===== src/rtl/bcd_display_scan.sv =====
// Four-digit multiplexed 7-segment scanner for cascaded BCD counters.
// A prescaler paces the digit slots. A frame snapshot is taken on each
// index wrap so a frame never mixes old and new digits. A sticky overflow
// flag is shown on the decimal point of the most significant digit.

// Decodes one BCD digit to segments {a,b,c,d,e,f,g}. Blanking overrides the decode.
module bcd_display_scan_dec (
  input  logic [3:0] bcd,
  input  logic       blank,
  output logic [6:0] seg
);
  // Digits 0-9 map to their glyphs, A-F show a dash, and blanking forces all segments off
  always_comb begin
    seg = 7'b0000001;
    case (bcd)
      4'd0: seg = 7'b1111110;
      4'd1: seg = 7'b0110000;
      4'd2: seg = 7'b1101101;
      4'd3: seg = 7'b1111001;
      4'd4: seg = 7'b0110011;
      4'd5: seg = 7'b1011011;
      4'd6: seg = 7'b1011111;
      4'd7: seg = 7'b1110000;
      4'd8: seg = 7'b1111111;
      4'd9: seg = 7'b1111011;
      default: seg = 7'b0000001;
    endcase
    if (blank) seg = 7'b0000000;
  end
endmodule

module bcd_display_scan #(
  parameter int unsigned SCAN_DIV = 50000
) (
  input  logic        clk,
  input  logic        reset,
  input  logic [15:0] digits,
  input  logic        carry_in,
  input  logic        clr_ovf,
  input  logic        blank_lz,
  output logic [6:0]  seg,
  output logic        dp,
  output logic [3:0]  an,
  output logic        ovf
);
  localparam int unsigned   PW       = (SCAN_DIV > 1) ? $clog2(SCAN_DIV) : 1;
  localparam logic [PW-1:0] PRE_LAST = PW'(SCAN_DIV - 1);

  logic [PW-1:0]   pre_q, pre_d;
  logic [1:0]      idx_q, idx_d;
  logic [15:0]     snap_q, snap_d;
  logic            ovf_q, ovf_d;
  logic            tick;
  logic [3:0][6:0] lane_seg;

  // Prescaler, scan index, frame snapshot and sticky overflow next-state
  always_comb begin
    tick   = (pre_q == PRE_LAST);
    pre_d  = tick ? '0 : pre_q + 1'b1;
    idx_d  = tick ? idx_q + 2'd1 : idx_q;
    // Load only as the index wraps to 0, so a frame is always consistent
    snap_d = (tick && (idx_q == 2'd3)) ? digits : snap_q;
    ovf_d  = ovf_q;
    if (carry_in)     ovf_d = 1'b1;   // a new carry beats a simultaneous clear
    else if (clr_ovf) ovf_d = 1'b0;
  end

  // State registers with asynchronous active-low reset
  always_ff @(posedge clk or negedge reset) begin
    if (!reset) begin
      pre_q  <= '0;
      idx_q  <= 2'd0;
      snap_q <= 16'h0000;
      ovf_q  <= 1'b0;
    end else begin
      pre_q  <= pre_d;
      idx_q  <= idx_d;
      snap_q <= snap_d;
      ovf_q  <= ovf_d;
    end
  end

  // One decoder per digit. Digit k blanks when it and all higher digits are zero.
  for (genvar k = 0; k < 4; k++) begin : g_lane
    logic lane_blank;
    if (k == 0) begin : g_d0
      assign lane_blank = 1'b0;
    end else begin : g_dk
      assign lane_blank = blank_lz && ((snap_q >> (4 * k)) == 16'd0);
    end
    bcd_display_scan_dec u_dec (
      .bcd   (snap_q[4*k +: 4]),
      .blank (lane_blank),
      .seg   (lane_seg[k])
    );
  end

  // Outputs depend only on registered state plus blank_lz
  always_comb begin
    an  = 4'b0001 << idx_q;
    seg = lane_seg[idx_q];
    dp  = (idx_q == 2'd3) && ovf_q;
    ovf = ovf_q;
  end
endmodule


===== config.mk =====
export PLATFORM = sky130hd
export DESIGN_NAME = bcd_display_scan
export DESIGN_NICKNAME = d
export VERILOG_FILES = /design/src/rtl/bcd_display_scan.sv
export SDC_FILE = /design/constraint.sdc
export NUM_CORES = 1
export LEC_CHECK = 0
export ABC_AREA = 1
export BUFFER_PORTS_ARGS = -buffer_cell sky130_fd_sc_hd__buf_2
export CORE_ASPECT_RATIO = 0.7
export CORE_MARGIN = 1.5
export CORE_UTILIZATION = 53
export CTS_CLUSTER_SIZE = 10
export DETAILED_ROUTE_END_ITERATION = 12
export PLACE_DENSITY = 0.74
export RECOVER_POWER = 50
export SYNTH_ARGS = -nofsm -noshare
export SYNTH_HDL_FRONTEND = slang
export SYNTH_SLANG_ARGS = --single-unit
export TNS_END_PERCENT = 30

===== constraint.sdc =====
create_clock -name clk -period 1.9 [get_ports clk]
set_input_delay 0.38 -clock clk [delete_from_list [all_inputs] [get_ports clk]]
set_output_delay 0.38 -clock clk [all_outputs]
set_load 0.1 [all_outputs]

==> results.yml <==
outcome:
  status: "finished, violations left"
  violations: "setup timing"
clock_tree:
  root_buffer: "clkbuf_8"
  htree_levels: 2
  cts.sinks: 35
  ctsHoldBuffers: 0
  numCtsBuffers: 5
  clk_pin_slew_ps: 70
  cts_tree: "done"
  clk-insertion-delay-late_ps: 290
  clock_path_buffers: 2
finish:
  nFillCells: 365
  final_nets: 492
  final_area_sq_um: 3700
  fin_cells: 515
  post-route-util: 0.766
  area_growth_pct: 36.8
  diodes: 0
  drive_gt1_frac: 0.370
logic_synthesis:
  synth_nets: 428
  yosysTopAreaCell: "dfrtp_1"
  synthTopCellsByArea: "dfrtp_1 32%, nand2_1 15%, ha_1 12%"
  synth_edf_count: 0
  synth.avg_cell_area_sq_um: 7.10
  ys_top_cells_by_count: "108 x nand2_1, 61 x inv_1, 41 x nor2_1, 35 x dfrtp_1, 28 x nand3_1"
  ys_warn_count: 0
  synth.ff_latch_count: 35
  synth-async-reset-ratio: 1.00
  postSynthCellCount: 381
  yosysMostFrequentCell: "nand2_1"
  synth_seq_area_share: 0.324
  synth.distinct_cells: 26
  synthDominantCellAreaShare: 0.324
  ys.flop_type: "dfrtp_1"
  syn_area_sq_um: 2710
die:
  die_x_um: 88.4
  die_area_sq_um: 5550
  initial_utilization: 0.560
  rows: 21
  core_sq_um: 4830
  pin_count: 34
  die_h_um: 62.8
worst_setup_path:
  endpoint_kind: "output port"
  max_stage_delay_ps: 410
  cp-start-kind: "flop"
  r2r_start: "pre_q[0]$_DFF_PN0_"
  cp.arrival_ps: 1800
  critPathRequiredTime_ps: 1520
  r2r-end: "snap_q[4]$_DFFE_PN0P_"
  crit_type: "flop to output port"
  crit_chain: "ha_1 -> or2_2 -> o211ai_1 -> nand2_1 -> nand2_1 -> nand2_2 -> nand2_4 -> buf_12"
  crit_family: "simple AND/OR/NAND/NOR gates"
  reg2reg_slack_ps: 140
  r2r_cells: 9
  cpMostUsedCell: "nand2_1"
  path_max_fanout: 3
  cpMaxStageDelayCell: "dfrtp_1"
  path_buf_inv: 1
routing:
  viasPerCell: 5.05
  first_iter_violations: 190
  wl_met3_um: 362
  drt-total-wl_mm: 6.59
  top_layer: "met4"
  met2_length_mm: 2.96
  postRouteAntennaNets: 0
  wl_met1_mm: 3.18
  dr_total_vias: 2601
  wl_per_cell_um: 12.8
  drc_errors: 0
  drt-pass1-iter-count: 5
placement:
  port_buffers: 33
  place_congestion: 0.912
  dp.cells: 492
  placedInstanceArea_sq_um: 3320
  hpwl_mm: 4.67
timing:
  tightest_slew_ps: 868
  slew_violations: 0
  worst_slack_ps: -280
  max_slew_margin: 0.421
  fmax_ghz: 0.459
  rsz0062_at_grt: "true"
  period_share: 1.15
  setup_viol: 7
  timing.hold.ws_ps: 281
  worst_clock_skew_ps: 11.1
  finalHoldViolCount: 0
  period_needed_ps: 2180
power_and_ir_drop:
  power.leakage_nw: 1.96
  power_density_nw_per_um2: 378
  peakVddDrop_mv: 0.576
  power_mw: 1.40
global_routing:
  grt_overflow: 0
  grt_pass1_wl_mm: 10.9
  grt_pass1_vias: 2393
  antenna_found_initial: 0
  grt_start_max_net_pins: 36
  grt_use_total: 0.252
hold_path:
  hold_class: "input pin to asynchronous set/reset pin"
run:
  drv_cap: 0
## logic make-up (layout without fill, tap and decap cells)
logic type,after synthesis,count (layout),synth area share
compound gates,37,37,0.0934
simple gates,202,202,0.324
buf+inv,72,137,0.109
fa+ha+maj,26,26,0.120
xor+xnor,9,9,0.0291
flops,35,35,0.324
## layout make-up
class | instances | area (sq um) | share of cell area
inverter | 66 | 259 | 0.0700
timing repair buffer | 63 | 584 | 0.158
multi-input combinational | 274 | 1790 | 0.484
sequential | 35 | 878 | 0.237
clock buffer | 8 | 100 | 0.0270
tap | 69 | 86.3 | 0.0233
## registers in the layout, summed over array words and instances (netlist names)
register  count
idx_q         2
pre_q        16
snap_q       16
ovf           1
## power by group
| part | internal (mW) | switching [mW] | total (mW) | leakage [nW] |
|---|---|---|---|---|
| sequential | 0.746 | 0.00125 | 0.748 | 0.386 |
| clock | 0.331 | 0.260 | 0.591 | 0.0515 |
| combinational | 0.0192 | 0.0407 | 0.0599 | 1.52 |
## cell usage in the layout (no fill, tap or decap), drive strengths merged, types with 3 or more instances in the layout
| master | count |
|---|---|
| nand4 | 9 |
| buf | 62 |
| dfrtp | 35 |
| o21ai | 28 |
| nor3 | 3 |
| ha | 26 |
| xor2 | 7 |
| inv | 63 |
| nor2 | 44 |
| nand3 | 30 |
| clkbuf | 9 |
| clkinvlp | 3 |
| a21oi | 6 |
| nand2 | 114 |
## routing by layer
| metal | vias to the layer above | GRT usage |
|---|---|---|
| li1 | 1307 | - |
| met4 | 0 | 0.0742 |
| met5 | - | 0 |
| met1 | 1194 | 0.371 |
| met3 | 10 | 0.0476 |
| met2 | 90 | 0.377 |
## per-stage QoR
stage	worst slack [ps]	TNS, ps
final	-280	-1720
after global routing	-380	-2380
after CTS	-265	-1700
after detailed placement	-29.9	-122
after global placement	-20.4	-20.4
after floorplan	-95.4	-444
## timing repair
item	4_1_cts	5_1_grt
pin swaps	18	20
resized for setup	32	22
setup endpoints to repair	8	10
buffers inserted	10	5
## how the worst max path moves through the flow
stage,start,slack (ps),cells past startpoint,end
final,snap_q[12]$_DFFE_PN0P_,-280,8,seg[6]
after global routing,snap_q[13]$_DFFE_PN0P_,-380,9,seg[6]
after CTS,snap_q[13]$_DFFE_PN0P_,-260,10,seg[2]
after detailed placement,snap_q[12]$_DFFE_PN0P_,-30,10,seg[4]
after global placement,snap_q[1]$_DFFE_PN0P_,-20,11,seg[3]
after floorplan,idx_q[0]$_DFFE_PN0N_,-100,3,an[0]
## worst reg2reg max path, cell delays in order, from the launching register on
cell and delay, ps:
dfrtp_1 380, ha_1 190, nand2_1 130, nor2_4 190
inv_2 70, nor2_4 140, nand3_4 180, buf_12 220
nand2_1 100, o21ai_2 50
(Power assumes the default switching activity.)
